===== src/rtl/pipeline_stall_control_if.sv =====
// Pipeline stall/multdiv control bundle: F/D and D/X instructions,
// multdiv handshake in, stall/bubble/writeback controls out.
interface pipeline_stall_control_if;
  logic [31:0] FDIR;
  logic [31:0] DXIR;
  logic        mdRDY;
  logic        mdExcIn;
  logic        stallPC;
  logic        stallFD;
  logic        holdDX;
  logic        bubbleDX;
  logic        ctrlMult;
  logic        ctrlDiv;
  logic        mdWriteback;
  logic        mdExc;
  logic        mdTimeout;

  modport master (
    output FDIR, DXIR, mdRDY, mdExcIn,
    input  stallPC, stallFD, holdDX, bubbleDX,
    input  ctrlMult, ctrlDiv,
    input  mdWriteback, mdExc, mdTimeout
  );

  modport slave (
    input  FDIR, DXIR, mdRDY, mdExcIn,
    output stallPC, stallFD, holdDX, bubbleDX,
    output ctrlMult, ctrlDiv,
    output mdWriteback, mdExc, mdTimeout
  );
endinterface


===== src/rtl/pipeline_stall_control.sv =====
// Load-use and multdiv stall control with IDLE/BUSY/DONE sequencer.
// Define MULTDIV_TIMEOUT_EN to enable the multdiv watchdog.
module pipeline_stall_control #(
  parameter int MD_MAX_CYCLES = 40
) (
  input  logic                          clock,
  input  logic                          reset,
  pipeline_stall_control_if.slave       bus
);

  typedef enum logic [1:0] {
    IDLE,
    BUSY,
    DONE
  } state_t;

  localparam logic [5:0] LP_LIMIT =
    6'(MD_MAX_CYCLES - 1);

  state_t     r_state;
  logic [5:0] r_cnt;
  logic       r_exc;
  logic       r_tmo;

  logic [4:0] w_dx_op;
  logic [4:0] w_dx_rd;
  logic [4:0] w_dx_alu;
  logic [4:0] w_fd_op;
  logic [4:0] w_fd_rd;
  logic [4:0] w_fd_rs;
  logic [4:0] w_fd_rt;
  logic       w_is_mult;
  logic       w_is_div;
  logic       w_is_md;
  logic       w_rd_rs;
  logic       w_rd_rt;
  logic       w_rd_rd;
  logic       w_hazard;
  logic       w_idle;
  logic       w_md_stall;
  logic       w_lu_stall;

  assign w_dx_op  = bus.DXIR[31:27];
  assign w_dx_rd  = bus.DXIR[26:22];
  assign w_dx_alu = bus.DXIR[6:2];
  assign w_fd_op  = bus.FDIR[31:27];
  assign w_fd_rd  = bus.FDIR[26:22];
  assign w_fd_rs  = bus.FDIR[21:17];
  assign w_fd_rt  = bus.FDIR[16:12];

  assign w_is_mult = (w_dx_op == 5'd0) &&
                     (w_dx_alu == 5'd6);
  assign w_is_div  = (w_dx_op == 5'd0) &&
                     (w_dx_alu == 5'd7);
  assign w_is_md   = w_is_mult || w_is_div;

  // Which F/D fields are actual source reads
  assign w_rd_rs = (w_fd_op == 5'd0) ||
                   (w_fd_op == 5'd2) ||
                   (w_fd_op == 5'd5) ||
                   (w_fd_op == 5'd6) ||
                   (w_fd_op == 5'd7) ||
                   (w_fd_op == 5'd8);
  assign w_rd_rt = (w_fd_op == 5'd0);
  assign w_rd_rd = (w_fd_op == 5'd2) ||
                   (w_fd_op == 5'd4) ||
                   (w_fd_op == 5'd6) ||
                   (w_fd_op == 5'd7);

  assign w_hazard =
    (w_dx_op == 5'd8) && (w_dx_rd != 5'd0) &&
    ((w_rd_rs && (w_fd_rs == w_dx_rd)) ||
     (w_rd_rt && (w_fd_rt == w_dx_rd)) ||
     (w_rd_rd && (w_fd_rd == w_dx_rd)));

  assign w_idle = (r_state == IDLE);

  assign w_md_stall = !reset &&
    ((w_idle && w_is_md) || (r_state == BUSY));
  assign w_lu_stall = !reset && w_idle &&
    !w_is_md && w_hazard;

  assign bus.stallPC  = w_md_stall || w_lu_stall;
  assign bus.stallFD  = w_md_stall || w_lu_stall;
  assign bus.holdDX   = w_md_stall;
  assign bus.bubbleDX = w_lu_stall;
  assign bus.ctrlMult = !reset && w_idle && w_is_mult;
  assign bus.ctrlDiv  = !reset && w_idle && w_is_div;

  assign bus.mdWriteback = (r_state == DONE);
  assign bus.mdExc       = (r_state == DONE) && r_exc;

`ifdef MULTDIV_TIMEOUT_EN
  logic w_expired;
  logic w_unused;
  assign w_expired = (r_cnt == LP_LIMIT);
  assign bus.mdTimeout = (r_state == DONE) && r_tmo;
  assign w_unused = ^{bus.DXIR[21:7], bus.DXIR[1:0],
                      bus.FDIR[11:0]};
`else
  logic w_expired;
  logic w_unused;
  assign w_expired = 1'b0;
  assign bus.mdTimeout = 1'b0;
  assign w_unused = ^{bus.DXIR[21:7], bus.DXIR[1:0],
                      bus.FDIR[11:0], r_cnt, r_tmo,
                      LP_LIMIT};
`endif

  always_ff @(posedge clock or posedge reset) begin
    if (reset) begin
      r_state <= IDLE;
      r_cnt   <= 6'd0;
      r_exc   <= 1'b0;
      r_tmo   <= 1'b0;
    end else begin
      unique case (r_state)
        IDLE: begin
          if (w_is_md) begin
            r_state <= BUSY;
            r_cnt   <= 6'd0;
            r_exc   <= 1'b0;
            r_tmo   <= 1'b0;
          end
        end
        BUSY: begin
          if (r_cnt != 6'd63)
            r_cnt <= r_cnt + 6'd1;
          // A ready strobe beats the watchdog
          if (bus.mdRDY) begin
            r_state <= DONE;
            r_exc   <= bus.mdExcIn;
            r_tmo   <= 1'b0;
          end else if (w_expired) begin
            r_state <= DONE;
            r_exc   <= 1'b1;
            r_tmo   <= 1'b1;
          end
        end
        DONE: begin
          r_state <= IDLE;
        end
        default: begin
          r_state <= IDLE;
        end
      endcase
    end
  end

endmodule

===== src/flat_wrapper.sv =====
// flat-port wrapper written by rule: the top's interface ports become plain ports
module pipeline_stall_control_flat 
#(
  parameter int MD_MAX_CYCLES = 40
)
  (clock, reset, bus_FDIR, bus_DXIR, bus_mdRDY, bus_mdExcIn, bus_stallPC, bus_stallFD, bus_holdDX, bus_bubbleDX, bus_ctrlMult, bus_ctrlDiv, bus_mdWriteback, bus_mdExc, bus_mdTimeout);
  pipeline_stall_control_if bus_i ();
  input  logic clock;
  input  logic reset;
  input wire logic [$bits(bus_i.FDIR)-1:0] bus_FDIR;
  input wire logic [$bits(bus_i.DXIR)-1:0] bus_DXIR;
  input wire logic [$bits(bus_i.mdRDY)-1:0] bus_mdRDY;
  input wire logic [$bits(bus_i.mdExcIn)-1:0] bus_mdExcIn;
  output wire logic [$bits(bus_i.stallPC)-1:0] bus_stallPC;
  output wire logic [$bits(bus_i.stallFD)-1:0] bus_stallFD;
  output wire logic [$bits(bus_i.holdDX)-1:0] bus_holdDX;
  output wire logic [$bits(bus_i.bubbleDX)-1:0] bus_bubbleDX;
  output wire logic [$bits(bus_i.ctrlMult)-1:0] bus_ctrlMult;
  output wire logic [$bits(bus_i.ctrlDiv)-1:0] bus_ctrlDiv;
  output wire logic [$bits(bus_i.mdWriteback)-1:0] bus_mdWriteback;
  output wire logic [$bits(bus_i.mdExc)-1:0] bus_mdExc;
  output wire logic [$bits(bus_i.mdTimeout)-1:0] bus_mdTimeout;
  assign bus_i.FDIR = bus_FDIR;
  assign bus_i.DXIR = bus_DXIR;
  assign bus_i.mdRDY = bus_mdRDY;
  assign bus_i.mdExcIn = bus_mdExcIn;
  assign bus_stallPC = bus_i.stallPC;
  assign bus_stallFD = bus_i.stallFD;
  assign bus_holdDX = bus_i.holdDX;
  assign bus_bubbleDX = bus_i.bubbleDX;
  assign bus_ctrlMult = bus_i.ctrlMult;
  assign bus_ctrlDiv = bus_i.ctrlDiv;
  assign bus_mdWriteback = bus_i.mdWriteback;
  assign bus_mdExc = bus_i.mdExc;
  assign bus_mdTimeout = bus_i.mdTimeout;
  pipeline_stall_control #(.MD_MAX_CYCLES(MD_MAX_CYCLES)) u_core (.clock(clock), .reset(reset), .bus(bus_i));
endmodule

===== config.mk =====
export PLATFORM = sky130hd
export DESIGN_NAME = pipeline_stall_control_flat
export DESIGN_NICKNAME = d
export VERILOG_FILES = /design/src/rtl/pipeline_stall_control_if.sv /design/src/rtl/pipeline_stall_control.sv /design/src/flat_wrapper.sv
export SDC_FILE = /design/constraint.sdc
export NUM_CORES = 1
export LEC_CHECK = 0
export ABC_AREA = 1
export BUFFER_PORTS_ARGS = -buffer_cell sky130_fd_sc_hd__buf_2
export CORE_ASPECT_RATIO = 1.1
export CORE_MARGIN = 5
export CORE_UTILIZATION = 36
export CTS_BUF_LIST = sky130_fd_sc_hd__clkbuf_4
export DETAILED_ROUTE_END_ITERATION = 10
export PLACE_DENSITY = 0.88
export SLEW_MARGIN = 15
export SYNTH_ARGS = -nofsm -noshare
export SYNTH_HDL_FRONTEND = slang
export SYNTH_SLANG_ARGS = --single-unit

===== constraint.sdc =====
create_clock -name clock -period 2.25 [get_ports clock]
set_input_delay 0.3375 -clock clock [delete_from_list [all_inputs] [get_ports clock]]
set_output_delay 0.3375 -clock clock [all_outputs]
set_load 0.005 [all_outputs]

=== After elaboration in Yosys (flattened, before gate mapping) ===
Index checks and enable logic that the tools add are counted.
Widths: inputs -> output; s select.

* Equality and inequality tests: 16
* Multiplexer cells: 6
* Reduce and logical (&&, ||, !) cells: 37

{| class="wikitable"
|+ Operator list
! operator !! number
|-
| $eq 5x3->1 const B || 6
|-
| $eq 5x5->1 || 3
|-
| $logic_and 1x1->1 || 15
|-
| $logic_or 1x1->1 || 13
|-
| $eq 5x4->1 const B || 2
|-
| $logic_not 5->1 || 2
|-
| $eq 5x2->1 const B || 1
|-
| $reduce_bool 5->1 || 1
|-
| $mux 2 || 2
|-
| $pmux 2 s2 || 1
|-
| $reduce_and 3->1 || 1
|-
| $eq 2x1->1 const B || 1
|-
| $eq 2x2->1 const B || 1
|-
| $logic_not 1->1 || 2
|-
| $logic_not 2->1 || 1
|-
| $mux 1 || 2
|-
| $ne 2x1->1 const B || 1
|-
| $ne 2x2->1 const B || 1
|-
| $pmux 1 s2 || 1
|-
| $reduce_and 2->1 || 1
|-
| $reduce_bool 2->1 || 1
|}

* Word-level logic and storage cells: 61
* Output and inout port bits: 9
* Input port bits: 68
* Register bits after elaboration: 3

=== Depth between registers and ports, before layout ===
Gate-level depths: netlist of run 1.

* Word-level depth: 12
* Depth in mapped cells: 11
* Gate-level depth less buffers: 10

=== Worst setup path before layout of run 1 ===
No wires, ideal clock.

* Kind: input -> output
* Start point: input bus_DXIR[28]
* End point: output bus_stallPC
* Slack: 746 ps
* Buffers on the path: 1
* Stages on the path: 7
* Data arrival time: 1166 ps
* Cells stage by stage: or2_1 > nor3_4 > nand3b_2 > nand2_1 > nand2_1 > nand2_1 > buf_4

* Word-level cells in the longest chain between the ends: 7
* Elaborated cells on any way between the ends: 14
* Those cells by class: eq/ne (1); reduce/logical (13)

{| class="wikitable"
|+ Ends and longest elaborated chain
! element !! RTL line !! text
|-
| start: declaration || flat_wrapper.sv:11 || <nowiki>input wire logic [$bits(bus_i.DXIR)-1:0] bus_DXIR;</nowiki>
|-
| $logic_not 5->1 || pipeline_stall_control.sv:51, pipeline_stall_control.sv:53 ||
|-
| $logic_and 1x1->1 (on tied branches) || pipeline_stall_control.sv:51, pipeline_stall_control.sv:53 ||
|-
| $logic_or 1x1->1 || pipeline_stall_control.sv:55 || <nowiki>assign w_is_md = w_is_mult || w_is_div;</nowiki>
|-
| $logic_and 1x1->1 / $logic_not 1->1 (equally long branches) || pipeline_stall_control.sv:79, pipeline_stall_control.sv:81 ||
|-
| $logic_or 1x1->1 / $logic_and 1x1->1 (equally long branches) || pipeline_stall_control.sv:79, pipeline_stall_control.sv:80 ||
|-
| $logic_and 1x1->1 (on tied branches) || pipeline_stall_control.sv:78, pipeline_stall_control.sv:81 ||
|-
| $logic_or 1x1->1 (*) || -- ||
|-
| end: declaration || flat_wrapper.sv:14 || <nowiki>output wire logic [$bits(bus_i.stallPC)-1:0] bus_stallPC;</nowiki>
|}

Every way passes the cells marked *; elsewhere a longest branch is shown, timed or not.

=== Worst setup path after layout of run 1 ===
* Start point: register u_core.r_state[0]
* End point: output bus_stallFD

* Word-level cells in the longest chain between the ends: 5
* Elaborated cells on any way between the ends: 9
* Those cells by class: eq/ne (1); reduce/logical (8)

{| class="wikitable"
|+ Ends and longest elaborated chain
! element !! RTL line !! text
|-
| start: declaration || pipeline_stall_control.sv:20 || <nowiki>state_t r_state;</nowiki>
|-
| start signal: assignment || pipeline_stall_control.sv:112 || <nowiki>r_state <= IDLE;</nowiki>
|-
| start signal: assignment || pipeline_stall_control.sv:120 || <nowiki>r_state <= BUSY;</nowiki>
|-
| start signal: assignment || pipeline_stall_control.sv:131 || <nowiki>r_state <= DONE;</nowiki>
|-
| $logic_not 2->1 || pipeline_stall_control.sv:76 || <nowiki>assign w_idle = (r_state == IDLE);</nowiki>
|-
| $logic_and 1x1->1 (on tied branches) || pipeline_stall_control.sv:79, pipeline_stall_control.sv:80 ||
|-
| $logic_or 1x1->1 / $logic_and 1x1->1 (equally long branches) || pipeline_stall_control.sv:79, pipeline_stall_control.sv:80 ||
|-
| $logic_and 1x1->1 (on tied branches) || pipeline_stall_control.sv:78, pipeline_stall_control.sv:81 ||
|-
| $logic_or 1x1->1 (*) || pipeline_stall_control.sv:84 || <nowiki>assign bus.stallFD = w_md_stall || w_lu_stall;</nowiki>
|-
| end: declaration || flat_wrapper.sv:15 || <nowiki>output wire logic [$bits(bus_i.stallFD)-1:0] bus_stallFD;</nowiki>
|}

Marks and branches as above.

==> results of run 1 <==
worst max-delay path by stage:
stage | to | slack, ns
after floorplan | bus_stallPC | 0.75
after global placement | bus_stallPC | 0.62
after detailed placement | bus_stallPC | 0.61
after CTS | bus_stallPC | 0.42
after global routing | bus_stallPC | 0.29
final | bus_stallFD | 0.44
cell type report:
class,instances,area (um2),share of cell area (%)
Tap cell,17,21.27,2.401
Sequential cell,3,75.07,8.475
Timing Repair Buffer,46,230.2,25.99
Inverter,24,90.09,10.17
Clock buffer,4,30.03,3.390
Multi-Input combinational cell,88,439.2,49.58
cells in the final DEF (no fill, tap or decap), types with 2 or more instances in the layout:
cell / n
a21oi_1: 3
xor2_1: 2
clkbuf_4: 4
or2_1: 2
nand2_1: 42
xnor2_1: 4
o21ai_1: 2
inv_1: 17
nor2_1: 15
nor3_1: 3
nand3_1: 5
dfrtp_1: 3
buf_2: 46
inv_2: 7
stage by stage:
step	power (mW)	area [um2]	hold slack, ns	setup WS [ns]	utilization (%)
global route	0.2864	885.9	0.01123	0.2904	55.53
CTS	0.2668	885.9	0.007343	0.4196	55.53
detailed placement	0.1614	855.8	0.2474	0.6130	53.65
finish	0.2628	885.9	0.005205	0.4404	55.53
global placement	0.1580	855.8	0.2426	0.6172	53.65
floorplan	0.1103	619.3	0.09946	0.7465	-
state kept, by name, summed over array words and instances, names as in the netlist:
name / flops
u_core.r_exc: 1
u_core.r_state: 2
where the power goes:
| part | leakage, nW | switching (mW) | internal (mW) |
|---|---|---|---|
| Sequential | 0.0407 | 0.00133 | 0.0568 |
| Combinational | 0.528 | 0.0538 | 0.0483 |
| Clock | 0.0184 | 0.0243 | 0.0782 |
| Total | 0.587 | 0.0795 | 0.183 |
logic make-up after synthesis:
group / count (synthesis)
flip-flops: 3
buffers and inverters: 26
other: 1
AND/OR/NAND/NOR: 74
AO/OA/AOI/OAI: 7
XOR/XNOR: 6
layer usage:
metal	wire length (um)	share of wire, %
met1	686	41
met2	836	50
met3	145	8.6
met4	10	0.60
met5	0	0
worst max-delay path, cell delays in order (launching register included):
cell	delay, ns
dfrtp_1	0.38
inv_2	0.07
nand2_1	0.09
nor2_1	0.20
nand3_1	0.11
a31oi_1	0.16
nand2_1	0.08
nand2_1	0.07
buf_2	0.11
==> flow_summary_export.csv, run 1 <==
group,metric,value,unit
layout,drive_above_1_share,37.58,%
yosys,synth.most_common_cell,"nand2_1",
yosys,synth_top_area_share,25.45,%
worst_setup_path,worstPathRequired,1.91,ns
power_and_ir_drop,p_leak,0.5872,nW
yosys,synth-edff-count,0,
floorplan,num_rows,15,
yosys,syn_area_per_cell,5.294,um2
clock_tree,cts-root-buf,"clkbuf_4",
clock_tree,clockBufferDepth,2,
yosys,synthAdderAreaFrac,0,%
floorplan,core_area,0.001595,mm2
timing,fin_crit_sh,80.43,%
detailed_routing,ant_nets,0,
yosys,synthTopCellsByArea,"nand2_1 25%, dfrtp_1 12%, inv_1 10%",
layout,n_antenna_cell,0,
floorplan,die_w,49.55,um
layout,final_cells,182,
layout,nNetsFinal,234,
clock_tree,cts_hold_buffers,0,
yosys,synth_cells,117,
grt,grtUsageMet1,13.36,%
yosys,synth_seq_cells,3,
worst_setup_path,critPathCaptureType,"output pin",
floorplan,die_h,53.50,um
yosys,ys_warn_count,0,
clock_tree,post-cts-setup-buffers,0,
grt,grt_pass1_vias,689,
min_path,min_path_type,"input pin to async pin",
worst_setup_path,r2r-start,"u_core.r_state[0]",
detailed_routing,drt_first_iter_violations,9,
clock_tree,clock_sinks,3,
placed_design,port-buffer-count,46,
floorplan,ios,77,
clock_tree,clkTransAtPathRegs,0.04,ns
worst_setup_path,arrival,1.47,ns
timing,fin_skew,0.002883,ns
worst_setup_path,worst_r2r_path_depth,5,
yosys,synth_xor_area_share,8.485,%
layout,nFillCells,182,
yosys,ys.flop_type,"dfrtp_1",
detailed_routing,drt_wl_total,1678,um
floorplan,start_util,38.82,%
yosys,synthArstFlopShare,100.0,%
yosys,netlist_area,619.3,um2
grt,grt_max_degree,6,
grt,busiest_layer,"met2",
grt,grt_usage,12.45,%
worst_setup_path,r2r_setup_slack,1.22,ns
timing,hold_violations,0,
worst_setup_path,cp_max_fo,3,
clock_tree,cts_buffers,3,
detailed_routing,vias,813,
timing,grt_setup_unrepaired,"no",
worst_setup_path,r2r_end,"u_core.r_exc",
grt,grt_overflow_total,0,
detailed_routing,remaining_drc_errors,0,
detailed_routing,wire_per_inst,9.220,um
worst_setup_path,critical_path_class,"register to output pin",
worst_setup_path,worst_setup_path_start_kind,"register",
grt,use_met3,2.254,%
detailed_routing,viasPerCell,4.467,
yosys,synth_compound_area_share,5.859,%
clock_tree,cts_tree,"built",
clock_tree,cts_resized,0,
timing,setup_viol,0,
grt,use_met2,23.73,%
clock_tree,cts_max_level,1,
status,status,"finished clean",
yosys,synth_top_family_by_area,"simple AND/OR/NAND/NOR gates",
yosys,yosysUniqueCellTypes,23,
yosys,yosys.area.top_type,"nand2_1",
worst_setup_path,crit_start,"u_core.r_state[0]",
placed_design,placed_cells,178,
timing,clock.fmax,0.5526,GHz
detailed_routing,dr.pass1.iters,4,
layout,area_growth_syn_to_layout,43.03,%
flow_run,cap_violations,0,
timing,finalSetupTns,0,ns
timing,period_minus_slack,1.810,ns
grt,grt_pass1_wl,2622,um
grt,antenna_found_initial,0,
power_and_ir_drop,power_density,296.7,mW/mm2
yosys,synth_mux_area_share,0,%
yosys,seq_area_frac_synth,12.12,%
yosys,synthSimpleGateAreaFrac,55.96,%
placed_design,gp_congestion,0.7619,
yosys,synthTopCellsByCount,"42 x nand2_1, 17 x inv_1, 15 x nor2_1",
power_and_ir_drop,peakVddDrop,0.3245,mV
floorplan,die_area,0.002651,mm2
yosys,syn-num-nets,185,
placed_design,hpwl,1500,um
timing,maxSlewViolCount,0,
clock_tree,clk_latency,0.23,ns
No activity file was read; power rests on OpenSTA's default activity.
==> run 2: changes to the inputs <==
--- a/config.mk
+++ b/config.mk
@@ -5,14 +5,14 @@
 export SDC_FILE = /design/constraint.sdc
 export NUM_CORES = 1
 export LEC_CHECK = 0
-export ABC_AREA = 1
+export ABC_AREA = 0
 export BUFFER_PORTS_ARGS = -buffer_cell sky130_fd_sc_hd__buf_2
 export CORE_ASPECT_RATIO = 1.1
 export CORE_MARGIN = 5
-export CORE_UTILIZATION = 36
+export CORE_UTILIZATION = 29
 export CTS_BUF_LIST = sky130_fd_sc_hd__clkbuf_4
 export DETAILED_ROUTE_END_ITERATION = 10
-export PLACE_DENSITY = 0.88
+export PLACE_DENSITY = 0.82
 export SLEW_MARGIN = 15
 export SYNTH_ARGS = -nofsm -noshare
 export SYNTH_HDL_FRONTEND = slang
==> constraint.sdc (replaced) <==
create_clock -name clock -period 1.8 [get_ports clock]
set_input_delay 0.27 -clock clock [delete_from_list [all_inputs] [get_ports clock]]
set_output_delay 0.27 -clock clock [all_outputs]
set_load 0.005 [all_outputs]
==> run 2 against run 1 <==
Compared with the run above: sequential power increased by 24%; clock skew shrank 0.00076 ns; wire length fell by 9.7%; register-to-register slack worse by 0.43 ns; core utilization fell by 6.2 points; critical path type unchanged.
==> flow_summary_export.csv, run 2 <==
group,metric,value,unit
status,status,"finished clean",
detailed_routing,drt_first_iter_violations,3,
yosys,netlist_area,486.7,um2
floorplan,ios,77,
detailed_routing,vias,623,
timing,finalSetupTns,0,ns
yosys,ys.flop_type,"dfrtp_1",
clock_tree,cts_tree,"built",
layout,n_antenna_cell,0,
yosys,synthAdderAreaFrac,0,%
floorplan,die_h,52.97,um
worst_setup_path,arrival,1.44,ns
yosys,syn-num-nets,130,
yosys,synth_seq_cells,3,
power_and_ir_drop,power_density,412.9,mW/mm2
power_and_ir_drop,total_power,320.8,uW
yosys,synth_compound_area_share,21.85,%
worst_setup_path,worst_setup_path_start_kind,"register",
clock_tree,cts_buffers,3,
placed_design,gp_congestion,0.7668,
layout,nFillCells,176,
grt,grt_pass1_wl,2352,um
worst_setup_path,worstPathRequired,1.53,ns
yosys,seq_area_frac_synth,15.42,%
layout,layout_commonest_cell,"buf_2",
timing,fin_skew,0.002123,ns
yosys,synth_mux_area_share,2.314,%
floorplan,num_rows,15,
clock_tree,cts_max_level,1,
layout,drive_above_1_share,51.35,%
detailed_routing,dr.pass1.iters,2,
timing,setup_viol,0,
worst_setup_path,cp_max_fo,5,
min_path,min_path_type,"input pin to register",
grt,grt_overflow_total,0,
grt,grt_max_degree,6,
timing,setup_ws,0.09417,ns
grt,grt_usage,11.79,%
yosys,synth_cells,62,
layout,nNetsFinal,180,
detailed_routing,wire_per_inst,11.84,um
placed_design,port-buffer-count,46,
yosys,syn_area_per_cell,7.850,um2
clock_tree,clock_sinks,3,
floorplan,start_util,30.87,%
yosys,synth.most_common_cell,"xnor2_1",
power_and_ir_drop,peakVddDrop,0.2939,mV
floorplan,die_area,0.002598,mm2
clock_tree,clockBufferDepth,2,
detailed_routing,viasPerCell,4.867,
clock_tree,cts-root-buf,"clkbuf_4",
yosys,synthArstFlopShare,100.0,%
layout,largestRegisters,"u_core.r_state x2, u_core.r_exc x1",
yosys,synthTopCellsByArea,"xnor2_1 18%, dfrtp_1 15%, xor2_1 9.0%",
floorplan,die_w,49.06,um
detailed_routing,ant_nets,0,
worst_setup_path,critPathCaptureType,"output pin",
clock_tree,clkTransAtPathRegs,0.03,ns
worst_setup_path,critical_path_class,"register to output pin",
clock_tree,post-cts-setup-buffers,0,
yosys,synth_xor_area_share,26.99,%
placed_design,hpwl,1330,um
yosys,synth-edff-count,0,
yosys,synth_top_area_share,17.99,%
placed_design,post-place-ws,0.1073,ns
flow_run,cap_violations,0,
yosys,yosysUniqueCellTypes,28,
yosys,synth_top_family_by_area,"XOR/XNOR gates",
detailed_routing,remaining_drc_errors,0,
yosys,yosys.area.top_type,"xnor2_1",
grt,antenna_found_initial,0,
layout,largest_register_ffs,2,
timing,hold_violations,0,
layout,regMostFlops,"u_core.r_state",
timing,period_minus_slack,1.706,ns
floorplan,core_area,0.001577,mm2
timing,fin_crit_sh,94.77,%
power_and_ir_drop,p_leak,0.3903,nW
layout,layout_common_cells,"46 x buf_2, 10 x xnor2_1, 7 x nand2_1, 5 x nor2_1, 5 x xor2_1",
clock_tree,clk_latency,0.24,ns
yosys,synthTopCellsByCount,"10 x xnor2_1, 7 x nand2_1, 6 x nor2_1",
grt,grt_pass1_vias,597,
detailed_routing,drt_wl_total,1516,um
yosys,synthSimpleGateAreaFrac,26.48,%
timing,maxSlewViolCount,0,
timing,clock.fmax,0.5862,GHz
yosys,ys_warn_count,0,
layout,area_growth_syn_to_layout,59.64,%
[run 2: area by class of cell]
type | instances | area, um2 | area share, %
Inverter | 4 | 15.01 | 1.932
Clock buffer | 4 | 30.03 | 3.865
Sequential cell | 3 | 75.07 | 9.662
Multi-Input combinational cell | 53 | 395.4 | 50.89
Timing Repair Buffer | 47 | 240.2 | 30.92
Tap cell | 17 | 21.27 | 2.738
[run 2: cell families (layout without fill, tap and decap cells)]
| group | count (synthesis) | count (layout) |
|---|---|---|
| multiplexers | 1 | 1 |
| other | 1 | 1 |
| flip-flops | 3 | 3 |
| XOR/XNOR | 15 | 15 |
| AND/OR/NAND/NOR | 25 | 25 |
| buffers and inverters | 6 | 55 |
| AO/OA/AOI/OAI | 11 | 11 |
[run 2: timing repair]
item,4_1_cts,5_1_grt
hold buffers,1,0
resized for setup,0,3
setup endpoints to repair,0,2
endpoints found under the hold margin,3,0
[run 2: path summary, 6_finish.rpt]
check / startpoint / endpoint / slack (ns) / cells after the start
max reg2reg: u_core.r_state[0] / u_core.r_state[0] / 0.79 / 3
min in group asynchronous: reset / u_core.r_state[0] / 0.48 / 3
max: u_core.r_state[1] / bus_stallFD / 0.09 / 5
max in group asynchronous: reset / u_core.r_state[1] / 1.19 / 3
min: bus_mdExcIn / u_core.r_exc / 0.24 / 3
min reg2reg: u_core.r_state[1] / u_core.r_state[0] / 0.52 / 1
[run 2: worst max-delay path, cell delays in order, from the launching register on]
cell       delay [ns]
dfrtp_1          0.42
nor2_2           0.14
and3_4           0.20
o2111ai_2        0.14
o21bai_2         0.16
buf_2            0.14
[run 2: per-stage QoR]
stage	cell area, um2	utilization (%)	hold WS [ns]	cells
6_report	777.0	49.29	0.2414	128
3_3_place_gp	723.2	45.87	0.1459	123
4_1_cts	763.2	48.41	0.2374	128
5_1_grt	777.0	49.29	0.2449	128
3_5_place_dp	723.2	45.87	0.1526	123
2_1_floorplan	486.7	-	0.02364	62
[run 2: routing by layer]
metal | part of all wire, % | wire length (um) | GRT usage (%) | up-vias
met5 | 0 | 0 | 0 | -
met4 | 4.4 | 67 | 10.76 | 0
met3 | 12 | 180 | 4.789 | 7
met2 | 55 | 833 | 21.03 | 34
met1 | 29 | 435 | 9.933 | 272
li1 | - | - | - | 310
[run 2: where the power goes]
part / switching [mW] / leakage, nW / internal (mW)
clock: 0.0359 / 0.0184 / 0.0981
combinational: 0.0518 / 0.331 / 0.0632
sequential: 0.00129 / 0.0411 / 0.0706
total: 0.0889 / 0.390 / 0.232
==> run 3: changes to the inputs <==
==> constraint.sdc (replaced) <==
create_clock -name clock -period 1.9 [get_ports clock]
set_input_delay 0.285 -clock clock [delete_from_list [all_inputs] [get_ports clock]]
set_output_delay 0.285 -clock clock [all_outputs]
set_load 0.005 [all_outputs]
==> run 3 against run 2 <==
Compared with the run above: worst hold slack better by 0.015 ns; first-iteration DRC count unchanged; clock power down 5%; highest routed layer unchanged; combinational power down 7%; register-to-register slack better by 0.11 ns.
==> flow_summary_export.csv, run 3 (same netlist as run 2, synthesis figures left out) <==
group,metric,value,unit
status,status,"finished clean",
timing,setup_viol,0,
layout,final_cells,128,
worst_setup_path,critPathCaptureType,"output pin",
timing,finalSetupTns,0,ns
floorplan,num_rows,15,
placed_design,gp_congestion,0.7668,
worst_setup_path,worstPathRequired,1.62,ns
layout,regMostFlops,"u_core.r_state",
floorplan,die_h,52.97,um
placed_design,port-buffer-count,46,
detailed_routing,ant_nets,0,
timing,setup_ws,0.1817,ns
grt,grt_pass1_wl,2352,um
worst_setup_path,worstPathCellList,"buf_2 > or4_1 > o2111ai_2 > o21bai_2 > buf_2",
worst_setup_path,r2r_setup_slack,0.90,ns
power_and_ir_drop,intPower,218.9,uW
clock_tree,cts-root-buf,"clkbuf_4",
floorplan,die_w,49.06,um
power_and_ir_drop,peakVddDrop,0.2783,mV
worst_setup_path,critPathMaxStageDelay,0.56,ns
floorplan,ios,77,
min_path,min_path_type,"input pin to register",
power_and_ir_drop,p_sw,82.80,uW
detailed_routing,wl_met1,439,um
floorplan,start_util,30.87,%
clock_tree,cts_buffers,3,
detailed_routing,vias,622,
power_and_ir_drop,p_leak,0.3916,nW
layout,layout_common_cells,"46 x buf_2, 10 x xnor2_1, 7 x nand2_1, 6 x nor2_1, 5 x xor2_1",
detailed_routing,remaining_drc_errors,0,
timing,grt_setup_unrepaired,"no",
detailed_routing,drt_wl_total,1475,um
grt,antenna_found_initial,0,
detailed_routing,drt_first_iter_violations,3,
grt,grt_max_degree,6,
worst_setup_path,cp_slowest_cell,"or4_1",
timing,fin_skew,0.002124,ns
layout,drive_above_1_share,48.65,%
grt,grt_usage,11.79,%
detailed_routing,viasPerCell,4.859,
worst_setup_path,arrival,1.43,ns
worst_setup_path,cp_max_fo,4,
grt,grt_overflow_total,0,
timing,hold_violations,0,
clock_tree,clk_latency,0.24,ns
layout,final_area,763.2,um2
power_and_ir_drop,power_density,395.3,mW/mm2
timing,period_minus_slack,1.718,ns
grt,grt_pass1_vias,597,
timing,fin_crit_sh,90.44,%
timing,clock.fmax,0.5820,GHz
placed_design,hpwl,1330,um
layout,nFillCells,177,
placed_design,post-place-ws,0.1773,ns
power_and_ir_drop,clkPwrFrac,42.0,%
worst_setup_path,critPathTopFamily,"simple AND/OR/NAND/NOR gates",
clock_tree,clock_sinks,3,
floorplan,die_area,0.002598,mm2
clock_tree,post-cts-setup-buffers,0,
power_and_ir_drop,swShare,27.44,%
layout,nNetsFinal,180,
layout,layout_commonest_cell,"buf_2",
worst_setup_path,worst_setup_path_start_kind,"input pin",
clock_tree,clockBufferDepth,2,
detailed_routing,dr.max_layer_used,"met4",
worst_setup_path,path_buf_inv,2,
detailed_routing,wl_met3,180,um
layout,largestRegisters,"u_core.r_state x2, u_core.r_exc x1",
placed_design,postPlaceCellArea,723.2,um2
floorplan,core_area,0.001577,mm2
timing,whs,0.2566,ns
worst_setup_path,cpMostUsedCell,"buf_2",
power_and_ir_drop,pwr-share-comb,35.4,%
power_and_ir_drop,total_power,301.7,uW
clock_tree,clkTransAtPathRegs,0.03,ns
worst_setup_path,critical_path_class,"input pin to output pin",
detailed_routing,wire_per_inst,11.52,um
flow_run,cap_violations,0,
detailed_routing,wl_met2,788,um
timing,maxSlewViolCount,0,
placed_design,placed_cells,123,
layout,n_antenna_cell,0,
clock_tree,cts_tree,"built",
layout,largest_register_ffs,2,
detailed_routing,dr.pass1.iters,2,
layout,area_growth_syn_to_layout,56.81,%
clock_tree,cts_max_level,1,
power_and_ir_drop,pwr-share-seq,22.6,%
layout,final_util,48.41,%
==> run 3: final timing paths <==
kind / cells after the start / to / from
setup reg to reg: 3 / u_core.r_state[0] / u_core.r_state[0]
setup / recovery: 5 / bus_stallFD / bus_DXIR[22]
hold / removal: 3 / u_core.r_exc / bus_mdExcIn
hold reg to reg: 1 / u_core.r_state[0] / u_core.r_state[1]
min in group asynchronous: 3 / u_core.r_state[0] / reset
max in group asynchronous: 3 / u_core.r_state[1] / reset
==> run 3: area by class of cell <==
| type | count | area [um2] | share of cell area [%] |
|---|---|---|---|
| Clock buffer | 4 | 30.03 | 3.934 |
| Inverter | 4 | 15.01 | 1.967 |
| Multi-Input combinational cell | 53 | 381.6 | 50.00 |
| Sequential cell | 3 | 75.07 | 9.836 |
| Tap cell | 17 | 21.27 | 2.787 |
| Timing Repair Buffer | 47 | 240.2 | 31.48 |
==> run 3: power groups by stage <==
stage | Clock (mW) | Sequential (mW) | Combinational [mW]
floorplan | 0 | 0.0685 | 0.0499
global placement | 0 | 0.0687 | 0.103
detailed placement | 0 | 0.0688 | 0.106
CTS | 0.131 | 0.0681 | 0.108
global route | 0.144 | 0.0685 | 0.118
finish | 0.127 | 0.0681 | 0.107
==> run 3: worst register-to-register path, delay by kind of cell (launching register included) <==
family / cells / cell delay (ns)
flip-flops: 1 / 0.40
multiplexers: 1 / 0.33
buffers and inverters: 1 / 0.10
AND/OR/NAND/NOR: 1 / 0.10
==> run 3: metal layers <==
metal	vias to the layer above	global-route usage, %
met3	7	4.789
li1	310	-
met1	271	9.933
met5	-	0
met2	34	21.03
met4	0	10.76
==> run 3: timing repair <==
action	in CTS	in global routing
gates resized for setup	0	0
endpoints found under the hold margin	3	0
hold buffers	1	0
